## config.mk

```make
export PLATFORM = sky130hd
export DESIGN_NAME = mining_ctrl_flat
export DESIGN_NICKNAME = d
export VERILOG_FILES = /design/src/rtl/mining_pkg.sv /design/src/rtl/mining_if.sv /design/src/rtl/mining_nonce_counter.sv /design/src/rtl/mining_ctrl.sv /design/src/flat_wrapper.sv
export SDC_FILE = /design/constraint.sdc
export NUM_CORES = 1
export LEC_CHECK = 0
export CAP_MARGIN = 20
export CORE_MARGIN = 10
export CORE_UTILIZATION = 40
export CTS_CLUSTER_SIZE = 8
export DETAILED_ROUTE_END_ITERATION = 12
export GPL_TIMING_DRIVEN = 1
export PLACE_DENSITY = 0.67
export SLEW_MARGIN = 20
export SYNTH_ARGS = -nofsm -noshare
export SYNTH_HDL_FRONTEND = slang
export SYNTH_HIERARCHICAL = 1
export SYNTH_SLANG_ARGS = --single-unit
```

## constraint.sdc

```tcl
create_clock -name clk -period 4.7 [get_ports clk]
set_clock_uncertainty 0.1 [all_clocks]
set_input_delay 0.94 -clock clk [delete_from_list [all_inputs] [get_ports clk]]
set_output_delay 0.94 -clock clk [all_outputs]
set_load 0.01 [all_outputs]
```

## src/rtl/mining_pkg.sv

```systemverilog
// Shared definitions for the nonce-search controller: default widths,
// the terminal nonce value and the FSM state encoding.
// Optional watchdog feature: MINING_WDOG_EN (see mining_ctrl).
package mining_pkg;

  localparam int NONCE_W_DEF  = 32;
  localparam int HASH_W_DEF   = 24;
  localparam int WDOG_CYC_DEF = 64;

  // Last nonce of the search space at the default width; the search never wraps past it.
  localparam logic [NONCE_W_DEF-1:0] NONCE_MAX = '1;

  typedef enum logic [2:0] {
    S_IDLE   = 3'd0,
    S_LOAD   = 3'd1,
    S_LAUNCH = 3'd2,
    S_WAIT   = 3'd3,
    S_CHECK  = 3'd4,
    S_DONE   = 3'd5
  } state_t;

endpackage

```

## src/rtl/mining_if.sv

```systemverilog
// Bundle of host-side and datapath-side signals around the mining controller.
// Optional watchdog feature: MINING_WDOG_EN (affects only mining_ctrl).
//
// Handshake semantics (one place, applies to the whole bundle):
//   - start/abort are level requests sampled on every rising clk edge;
//     start is accepted only while the controller is in IDLE or DONE, abort
//     is accepted in every state and wins over start.
//   - hash_start is a 1-cycle launch pulse from the controller; the hash core
//     answers later with a 1-cycle hash_done pulse, hash_in valid in that
//     same cycle. The controller only consumes hash_done while it waits for
//     a result; a pulse arriving at any other time is dropped.
//   - nonce_start/target are consumed only in the cycle start is accepted.
interface mining_if
  import mining_pkg::*;
#(
  parameter int NONCE_W = NONCE_W_DEF,
  parameter int HASH_W  = HASH_W_DEF
);

  logic               start;
  logic               abort;
  logic [NONCE_W-1:0] nonce_start;
  logic [HASH_W-1:0]  target;
  logic               hash_done;
  logic [HASH_W-1:0]  hash_in;
  logic               sel_concat;
  logic [NONCE_W-1:0] nonce_out;
  logic               hash_start;
  logic               busy;
  logic               found;
  logic               exhausted;
  logic [NONCE_W-1:0] found_nonce;

  // Controller side.
  modport master (
    input  start, abort, nonce_start, target, hash_done, hash_in,
    output sel_concat, nonce_out, hash_start, busy, found, exhausted, found_nonce
  );

  // Host / datapath side.
  modport slave (
    output start, abort, nonce_start, target, hash_done, hash_in,
    input  sel_concat, nonce_out, hash_start, busy, found, exhausted, found_nonce
  );

endinterface

```

## src/rtl/mining_nonce_counter.sv

```systemverilog
// Current-nonce register: parallel load, increment, terminal-count flag.
// Optional watchdog feature: MINING_WDOG_EN (not used in this file).
module mining_nonce_counter
  import mining_pkg::*;
#(
  parameter int NONCE_W = NONCE_W_DEF
) (
  input  logic               clk,
  input  logic               reset,
  input  logic               load,
  input  logic               inc,
  input  logic [NONCE_W-1:0] load_val,
  output logic [NONCE_W-1:0] value,
  output logic               at_max
);

  // Load wins over increment; increment wraps naturally but the FSM never
  // asks for it at the terminal value.
  always_ff @(posedge clk or posedge reset) begin
    if (reset) begin
      value <= '0;
    end else if (load) begin
      value <= load_val;
    end else if (inc) begin
      value <= value + NONCE_W'(1);
    end
  end

  assign at_max = (value == {NONCE_W{1'b1}});

endmodule

```

## src/rtl/mining_ctrl.sv

```systemverilog
// Nonce-search sequencer: loads a nonce into the concatenator, pulses the
// hash core, compares the result with the target and either advances to
// the next nonce or stops on a hit / exhausted nonce space.
// Optional feature macro: MINING_WDOG_EN enables a WAIT-state watchdog that
// ends the search (no hit, not exhausted) after WDOG_CYC cycles without hash_done.
module mining_ctrl
  import mining_pkg::*;
#(
  parameter int NONCE_W  = NONCE_W_DEF,
  parameter int HASH_W   = HASH_W_DEF,
  parameter int WDOG_CYC = WDOG_CYC_DEF
) (
  input  logic   clk,
  input  logic   reset,
  mining_if.master bus,
  output state_t dbg_state
);

  state_t             state;
  logic [HASH_W-1:0]  target_q;
  logic [HASH_W-1:0]  hash_q;
  logic [NONCE_W-1:0] nonce;
  logic               at_max;
  logic               hit;
  logic               accept_start;
  logic               cnt_load;
  logic               cnt_inc;

  logic               sel_concat_q;
  logic               hash_start_q;
  logic               busy_q;
  logic               found_q;
  logic               exhausted_q;
  logic [NONCE_W-1:0] found_nonce_q;

`ifdef MINING_WDOG_EN
  localparam int WDOG_W = $clog2(WDOG_CYC + 1);
  logic [WDOG_W-1:0] wdog_cnt;
`else
  logic unused_wdog;
  assign unused_wdog = ^WDOG_CYC;
`endif

  // Equality counts as a hit.
  assign hit          = (hash_q <= target_q);
  assign accept_start = bus.start && !bus.abort && ((state == S_IDLE) || (state == S_DONE));
  assign cnt_load     = accept_start;
  assign cnt_inc      = !bus.abort && (state == S_CHECK) && !hit && !at_max;

  mining_nonce_counter #(
    .NONCE_W (NONCE_W)
  ) u_nonce (
    .clk      (clk),
    .reset    (reset),
    .load     (cnt_load),
    .inc      (cnt_inc),
    .load_val (bus.nonce_start),
    .value    (nonce),
    .at_max   (at_max)
  );

  // Search FSM with registered outputs; abort overrides every transition.
  always_ff @(posedge clk or posedge reset) begin
    if (reset) begin
      state         <= S_IDLE;
      target_q      <= '0;
      hash_q        <= '0;
      sel_concat_q  <= 1'b0;
      hash_start_q  <= 1'b0;
      busy_q        <= 1'b0;
      found_q       <= 1'b0;
      exhausted_q   <= 1'b0;
      found_nonce_q <= '0;
`ifdef MINING_WDOG_EN
      wdog_cnt      <= '0;
`endif
    end else if (bus.abort) begin
      state        <= S_IDLE;
      sel_concat_q <= 1'b0;
      hash_start_q <= 1'b0;
      busy_q       <= 1'b0;
      found_q      <= 1'b0;
      exhausted_q  <= 1'b0;
    end else begin
      case (state)
        S_IDLE, S_DONE: begin
          if (bus.start) begin
            target_q     <= bus.target;
            found_q      <= 1'b0;
            exhausted_q  <= 1'b0;
            sel_concat_q <= 1'b1;
            busy_q       <= 1'b1;
            state        <= S_LOAD;
          end
        end
        S_LOAD: begin
          hash_start_q <= 1'b1;
          state        <= S_LAUNCH;
        end
        S_LAUNCH: begin
          hash_start_q <= 1'b0;
          state        <= S_WAIT;
`ifdef MINING_WDOG_EN
          wdog_cnt     <= '0;
`endif
        end
        S_WAIT: begin
          if (bus.hash_done) begin
            hash_q <= bus.hash_in;
            state  <= S_CHECK;
          end
`ifdef MINING_WDOG_EN
          else if (wdog_cnt == WDOG_W'(WDOG_CYC - 1)) begin
            sel_concat_q <= 1'b0;
            busy_q       <= 1'b0;
            found_q      <= 1'b0;
            exhausted_q  <= 1'b0;
            state        <= S_DONE;
          end else begin
            wdog_cnt <= wdog_cnt + WDOG_W'(1);
          end
`endif
        end
        S_CHECK: begin
          if (hit) begin
            found_q       <= 1'b1;
            found_nonce_q <= nonce;
            sel_concat_q  <= 1'b0;
            busy_q        <= 1'b0;
            state         <= S_DONE;
          end else if (at_max) begin
            exhausted_q  <= 1'b1;
            sel_concat_q <= 1'b0;
            busy_q       <= 1'b0;
            state        <= S_DONE;
          end else begin
            state <= S_LOAD;
          end
        end
        default: begin
          state        <= S_IDLE;
          sel_concat_q <= 1'b0;
          hash_start_q <= 1'b0;
          busy_q       <= 1'b0;
        end
      endcase
    end
  end

  assign bus.sel_concat  = sel_concat_q;
  assign bus.nonce_out   = nonce;
  assign bus.hash_start  = hash_start_q;
  assign bus.busy        = busy_q;
  assign bus.found       = found_q;
  assign bus.exhausted   = exhausted_q;
  assign bus.found_nonce = found_nonce_q;
  assign dbg_state       = state;

endmodule

```

## src/flat_wrapper.sv

```systemverilog
// flat-port wrapper written by rule: the top's interface ports become plain ports
module mining_ctrl_flat import mining_pkg::*;
#(
  parameter int NONCE_W  = NONCE_W_DEF,
  parameter int HASH_W   = HASH_W_DEF,
  parameter int WDOG_CYC = WDOG_CYC_DEF
)
  (clk, reset, dbg_state, bus_start, bus_abort, bus_nonce_start, bus_target, bus_hash_done, bus_hash_in, bus_sel_concat, bus_nonce_out, bus_hash_start, bus_busy, bus_found, bus_exhausted, bus_found_nonce);
  mining_if #(.NONCE_W(NONCE_W), .HASH_W(HASH_W)) bus_i ();
  input  logic clk;
  input  logic reset;
  output state_t dbg_state;
  input wire logic [$bits(bus_i.start)-1:0] bus_start;
  input wire logic [$bits(bus_i.abort)-1:0] bus_abort;
  input wire logic [$bits(bus_i.nonce_start)-1:0] bus_nonce_start;
  input wire logic [$bits(bus_i.target)-1:0] bus_target;
  input wire logic [$bits(bus_i.hash_done)-1:0] bus_hash_done;
  input wire logic [$bits(bus_i.hash_in)-1:0] bus_hash_in;
  output wire logic [$bits(bus_i.sel_concat)-1:0] bus_sel_concat;
  output wire logic [$bits(bus_i.nonce_out)-1:0] bus_nonce_out;
  output wire logic [$bits(bus_i.hash_start)-1:0] bus_hash_start;
  output wire logic [$bits(bus_i.busy)-1:0] bus_busy;
  output wire logic [$bits(bus_i.found)-1:0] bus_found;
  output wire logic [$bits(bus_i.exhausted)-1:0] bus_exhausted;
  output wire logic [$bits(bus_i.found_nonce)-1:0] bus_found_nonce;
  assign bus_i.start = bus_start;
  assign bus_i.abort = bus_abort;
  assign bus_i.nonce_start = bus_nonce_start;
  assign bus_i.target = bus_target;
  assign bus_i.hash_done = bus_hash_done;
  assign bus_i.hash_in = bus_hash_in;
  assign bus_sel_concat = bus_i.sel_concat;
  assign bus_nonce_out = bus_i.nonce_out;
  assign bus_hash_start = bus_i.hash_start;
  assign bus_busy = bus_i.busy;
  assign bus_found = bus_i.found;
  assign bus_exhausted = bus_i.exhausted;
  assign bus_found_nonce = bus_i.found_nonce;
  mining_ctrl #(.NONCE_W(NONCE_W), .HASH_W(HASH_W), .WDOG_CYC(WDOG_CYC)) u_core (.clk(clk), .reset(reset), .bus(bus_i), .dbg_state(dbg_state));
endmodule
```

Yosys cells after proc, flatten, opt, wreduce, memory -nomap -nowiden
Index checks and enable logic that the tools add are counted.
{"block": "op_classes", "n_lt_le_gt_ge": 1, "n_mux": 23, "addsub": 1, "bitwise": 1, "n_shift": 0, "multipliers": 0, "reduce_logical": 22, "div_mod_pow": 0, "n_eq_ne": 14}
{"cell": "32-bit two-way mux", "count": 2}
{"cell": "32-bit by 1-bit adder with 32-bit output, second input constant", "count": 1}
{"cell": "32-bit == test, second input constant", "count": 1}
{"cell": "24-bit <= comparator", "count": 1}
{"cell": "3-bit two-way mux", "count": 5}
{"cell": "3-bit case mux with 5 select lines", "count": 1}
{"cell": "3-bit AND reduction", "count": 5}
{"cell": "1-bit two-way mux", "count": 11}
{"cell": "3-bit inequality test, second input constant", "count": 3}
{"cell": "3-bit by 2-bit == test with 1-bit output, second input constant", "count": 2}
{"cell": "3-bit == test, second input constant", "count": 2}
{"cell": "3-bit by 2-bit inequality test with 1-bit output, second input constant", "count": 2}
{"cell": "1-bit case mux with 2 select lines", "count": 3}
{"cell": "1-bit logical AND", "count": 5}
{"cell": "2-bit by 1-bit inequality test with 1-bit output, second input constant", "count": 2}
{"cell": "4-bit by 2-bit inequality test with 1-bit output, second input constant", "count": 1}
{"cell": "4-bit AND reduction", "count": 1}
{"cell": "4-bit OR reduction", "count": 1}
{"cell": "3-bit by 1-bit == test with 1-bit output, second input constant", "count": 1}
{"cell": "1-bit zero test", "count": 3}
{"cell": "3-bit zero test", "count": 1}
{"cell": "1-bit case mux with 3 select lines", "count": 1}
{"cell": "3-bit nonzero test", "count": 1}
{"cell": "3-bit OR reduction", "count": 1}
{"cell": "5 further kinds", "count": 5}
{"block": "word_totals", "output_inout_bits": 72, "input_bits": 85, "regBits": 119, "mem_bits_rw": 0, "mem_bits_ro": 0, "latch_bits": 0, "wordCells": 71, "n_memories": 0}

Depth between registers and ports, before layout
{"block": "logic_depth", "depth_word": 6, "ltp_mapped": 13}

Hierarchy
Netlist, hierarchy kept.
{"mod": "mining_ctrl", "area_each_um2": 4337.9, "seq_area_each_um2": 2177.1, "cells_per_inst": 378, "instances": 1}
{"mod": "mining_nonce_counter", "area_each_um2": 1981.9, "seq_area_each_um2": 800.8, "cells_per_inst": 228, "instances": 1}

Worst setup path after synthesis
No wires, ideal clock.
{"block": "synth_timing", "kind": "flip-flop to flip-flop", "from": "reg u_core.hash_q[22]", "to": "reg u_core.u_nonce.value[16]", "path_stages_with_launch": 13, "setup_time_ps": 69, "n_path_buf": 2, "arrival_time_ps": 3354, "slack_ps": 1177, "cell_sequence": "dfrtp_1 > ha_1 > nand4_2 > or4_4 > a311oi_2 > nor3_2 > nor4_2 > and2_1 > buf_2 > nand3_2 > buf_6 > or4_1 > nand3_1"}
{"block": "synth_via", "elab_chain_len": 5}
{"item": "start, declared", "line_no": "mining_ctrl.sv:21", "source": "logic [HASH_W-1:0] hash_q;"}
{"item": "start signal, assigned", "line_no": "mining_ctrl.sv:109", "source": "hash_q <= bus.hash_in;"}
{"item": "24-bit <= comparator", "line_no": "mining_ctrl.sv:45", "source": "assign hit = (hash_q <= target_q);"}
{"item": "1-bit zero test", "line_no": "mining_ctrl.sv:48", "source": "assign cnt_inc = !bus.abort && (state == S_CHECK) && !hit && !at_max;"}
{"item": "1-bit logical AND (2 in a row)", "line_no": "mining_ctrl.sv:48"}
{"item": "via u_core.cnt_inc", "line_no": "mining_ctrl.sv:27", "source": "logic cnt_inc;"}
{"item": "2-bit nonzero test (no line)"}
{"item": "end signal, assigned", "line_no": "mining_nonce_counter.sv:23", "source": "value <= load_val;"}
{"item": "end signal, assigned", "line_no": "mining_nonce_counter.sv:25", "source": "value <= value + NONCE_W'(1);"}
{"item": "end, declared", "line_no": "mining_nonce_counter.sv:13", "source": "output logic [NONCE_W-1:0] value,"}
The timed path passes the listed nets, and every way through them passes these cells.
A chain may end at the register's enable or synchronous reset.

Final worst setup path
{"block": "layout_timing", "from": "reg u_core.hash_q[19]", "to": "reg u_core.u_nonce.value[18]"}
The elaborated chain is that of the path after synthesis.

==> impl_summary.md <==
Synth
Of all flip-flops after synthesis, the portion carrying an async set or reset was 1.000. The post-synthesis net count is 716. The cell count after synthesis came out at 606. In the synthesized netlist the dominant register cell turns out to be sky130_fd_sc_hd__dfrtp_1. The register bit total from synthesis is 119. By area the synthesized netlist is led by sky130_fd_sc_hd__dfrtp_1, sky130_fd_sc_hd__ha_1, sky130_fd_sc_hd__a221o_2.

The largest area contributor in the netlist is sky130_fd_sc_hd__dfrtp_1. Counting flops with a built-in enable in the synthesized netlist gives 0. The share of the Yosys chip area taken by registers is 0.4712.

The synthesized netlist contains 59 unique library cells. During synthesis, Yosys emitted a total of 6 warnings. The average instance area after synthesis is 10.43 µm². Of the post-synthesis cell area, the dominant cell type holds 0.4712. The post-synthesis instance area is 6320 µm².

Global route
The pin count of the biggest net entering global routing is 84. For this run the aggregate overflow at the end of global routing stands at 0. The number of global-route vias before repair is 5697. The combined global-route utilization of all metal layers is 0.1767. The global-route wire length before repair is 30770 µm. The initial antenna violation count came to 1.

Worst setup path
The delay of the slowest critical-path stage is 0.59 ns. The cell with the largest stage delay on the worst path is sky130_fd_sc_hd__or4_4. At the worst endpoint, the required time is 4.94 ns. The minimum setup slack among reg-to-reg paths is 0.86 ns. The critical path runs through a total of 11 cells. The buffers plus inverters on the worst setup path is 1.

The startpoint type of the worst setup path is a flop. Along the worst path, the maximum fanout reaches 13. The worst setup path is of the reg2reg kind. The worst setup path is captured at a flop. Grouping stages by cell kind, the critical path spends the most delay in simple AND/OR/NAND/NOR gates. The signal on the critical path passes through ha_1 > nand4_1 > or4_4 > a311oi_2 > nor3_2 > nor4_2 > buf_4 > and2_1 > nand3_2 > or4_1 > a31oi_1. The number of cells on the worst reg-to-reg path is 11. The arrival time at the worst endpoint is 4.08 ns.

Pwr
The static leakage is 3.449 nW. The switching component of the power is 1.385 mW. The register share of total power is 0.356.

The share of power burned in the clock network is 0.338. Of the total power, combinational logic draws 0.306. Power spread over the standard cell area amounts to 504.1 nW/µm².

The overall power is 4.381 mW. The maximum vdd drop is 0.2750 mV. The cell internal power dissipation is 2.996 mW. Of the total power, the share spent switching nets is 0.3162.

Clocking
Once the clock tree was built, the setup fixing pass inserted 0 buffers. Post-CTS repair changed the size of 0 cells. The H-tree was split into 4 levels. Buffers inserted to repair hold after CTS numbered 0. The cell at the root of the clock tree is sky130_fd_sc_hd__clkbuf_16.

At the later pin of the worst-skew pair, clock insertion delay measures 0.42 ns. TritonCTS built the clock tree. The TritonCTS buffer count is 17. After clock tree synthesis, the clock-pin slew on the worst setup and hold paths is 0.05 ns. The number of buffers on the longest clock path is 2. The number of sinks handled by clock tree synthesis is 119.

Timing
Timing would allow up to 260.1 MHz. The final number of max-transition violations is 0. The setup total negative slack is 0 ns. Setup violations remaining at the end of the flow were counted as 0. The worst path needs 3.844 ns of the cycle, external delays included.

For the pin with the worst max-slew slack, the measured transition is 1.017 ns. The final count of hold timing violations is 0. The worst slew slack as a fraction of its limit is 0.3221. Hold timing on the final database bottoms out at a slack of 0.4132 ns. Setup repair after global routing left no endpoint under its margin. Dividing the final minimum period by the clock period gives 0.8180.

Route
Wires add up to 18950 µm. After detailed routing, the number of vias per cell comes to 5.650. The detailed router placed 5503 vias in this run.

The number of iterations in the first detailed-routing pass is 5. The residual DRC count is 0. The detailed router finished its first iteration with 463 violations. After detailed routing, the average wire length per cell comes to 19.45 µm. The number of nets with antenna violations after detailed routing is 0.

Placement
The sum of net half-perimeters after detailed placement is 13670 µm. The number of cells after detailed placement is 942. At the end of routability-driven placement, the weighted congestion stood at 0.8423.

The port buffer count is 156.

Worst hold path
The min-delay analysis places its worst path in the category reg2reg. Counting instances, the worst hold path has a depth of 1.

Die
The floorplan core area is 15310 µm². The die span in y is 145.7 µm. After floorplanning, the core was divided into 45 placement rows. The die covers 21230 µm². The number of top-level pins is 157. The horizontal die dimension is 145.7 µm. The initial utilization of the core area, before any placement, comes to 0.4127.

Finish
The most common cell after layout, fill and taps aside is sky130_fd_sc_hd__clkdlybuf4s50_1. The number of inserted filler cells in the final layout is 1326. Leaving out fill and tap cells, the most frequent cells in the layout are sky130_fd_sc_hd__clkdlybuf4s50_1, sky130_fd_sc_hd__dfrtp_1, sky130_fd_sc_hd__nand2_1, sky130_fd_sc_hd__o21ai_0, sky130_fd_sc_hd__a22o_1. In the final layout, the share of cells above drive strength 1 is 0.1455. The diode insertion count for antenna repair is 0.

The area overhead of the layout relative to synthesis is 37.52%. For this run, the post-layout net count is 860. The final cell count without fillers is 974.

The core occupancy in the finished layout is 0.5675.

Run
Across the run, the number of max-cap violations was 0.

Outcome
The run finished with clean final reports.
==> cell families after synthesis <==
logic type	share of synthesized area
AND/OR/NAND/NOR	0.1586
AO/OA/AOI/OAI	0.2073
flip-flops	0.4712
buffers and inverters	0.05246
multiplexers	0.04435
adder cells (fa/ha/maj)	0.04950
XOR/XNOR	0.01663
==> cells in the mapped netlist, drive strengths merged, types with 4 or more instances <==
cell / n
o31ai: 11
mux2: 24
nand4: 19
a31oi: 15
or4: 14
buf: 13
and2: 4
clkbuf: 27
and4: 4
dfrtp: 119
a221o: 33
nor2: 23
a21oi: 13
o311ai: 6
nand2: 66
a22o: 32
o21ai: 44
nor4: 8
ha: 25
inv: 32
xnor2: 6
and3: 6
nor3: 9
nand3: 21
xor2: 6
==> state kept, by name (all words and copies together), names as in the netlist <==
| name | count |
|---|---|
| u_core/hash_q | 24 |
| u_core/bus.busy | 1 |
| u_core/bus.found | 1 |
| u_core/bus.found_nonce | 32 |
| u_core/target_q | 24 |
| u_core/bus.hash_start | 1 |
| u_core/bus.exhausted | 1 |
| u_core/u_nonce/value | 32 |
| u_core/dbg_state | 3 |
==> per-stage QoR <==
step                setup slack (ns)  cell area, µm²
floorplan                      1.177            6320
global placement              0.9879            8028
detailed placement            0.8057            8028
CTS                           0.8614            8691
global route                  0.5803            8691
finish                        0.8555            8691
==> power groups by stage <==
stage	clock network, mW	registers [mW]	logic [mW]
6_report	1.48	1.56	1.34
5_1_grt	1.54	1.60	1.48
3_3_place_gp	0	1.56	1.31
2_1_floorplan	0	1.56	0.759
4_1_cts	1.50	1.56	1.35
3_5_place_dp	0	1.57	1.34
==> final timing paths <==
check                                        from                       end
min in group asynchronous                   reset  u_core/u_nonce/value[25]
worst max register to register  u_core/hash_q[19]  u_core/u_nonce/value[18]
worst max-delay path            u_core/hash_q[19]  u_core/u_nonce/value[18]
max in group asynchronous                   reset          u_core/bus.found
worst min-delay path             u_core/hash_q[8]          u_core/hash_q[8]
worst min register to register   u_core/hash_q[8]          u_core/hash_q[8]
==> area by class of cell <==
class / count / area, µm² / share of cell area
repair buffers: 165 / 1629 / 0.1874
multi-input cells: 415 / 3035 / 0.3493
well taps: 211 / 264.0 / 0.03038
inverters: 32 / 121.4 / 0.01396
clock buffers: 23 / 467.9 / 0.05384
clock inverters: 9 / 195.2 / 0.02246
flip-flops and latches: 119 / 2978 / 0.3426
==> metal layers <==
| metal | share of wire | wire (µm) | vias to the layer above | track usage |
|---|---|---|---|---|
| met3 | 0.065 | 1231 | 32 | 0.05930 |
| li1 | - | - | 2571 | - |
| met1 | 0.45 | 8490 | 2718 | 0.2211 |
| met2 | 0.47 | 8858 | 180 | 0.2771 |
| met5 | 0.00042 | 8 | - | 0 |
| met4 | 0.019 | 360 | 2 | 0.06471 |
Note: power is estimated with default switching activity, not from simulation.
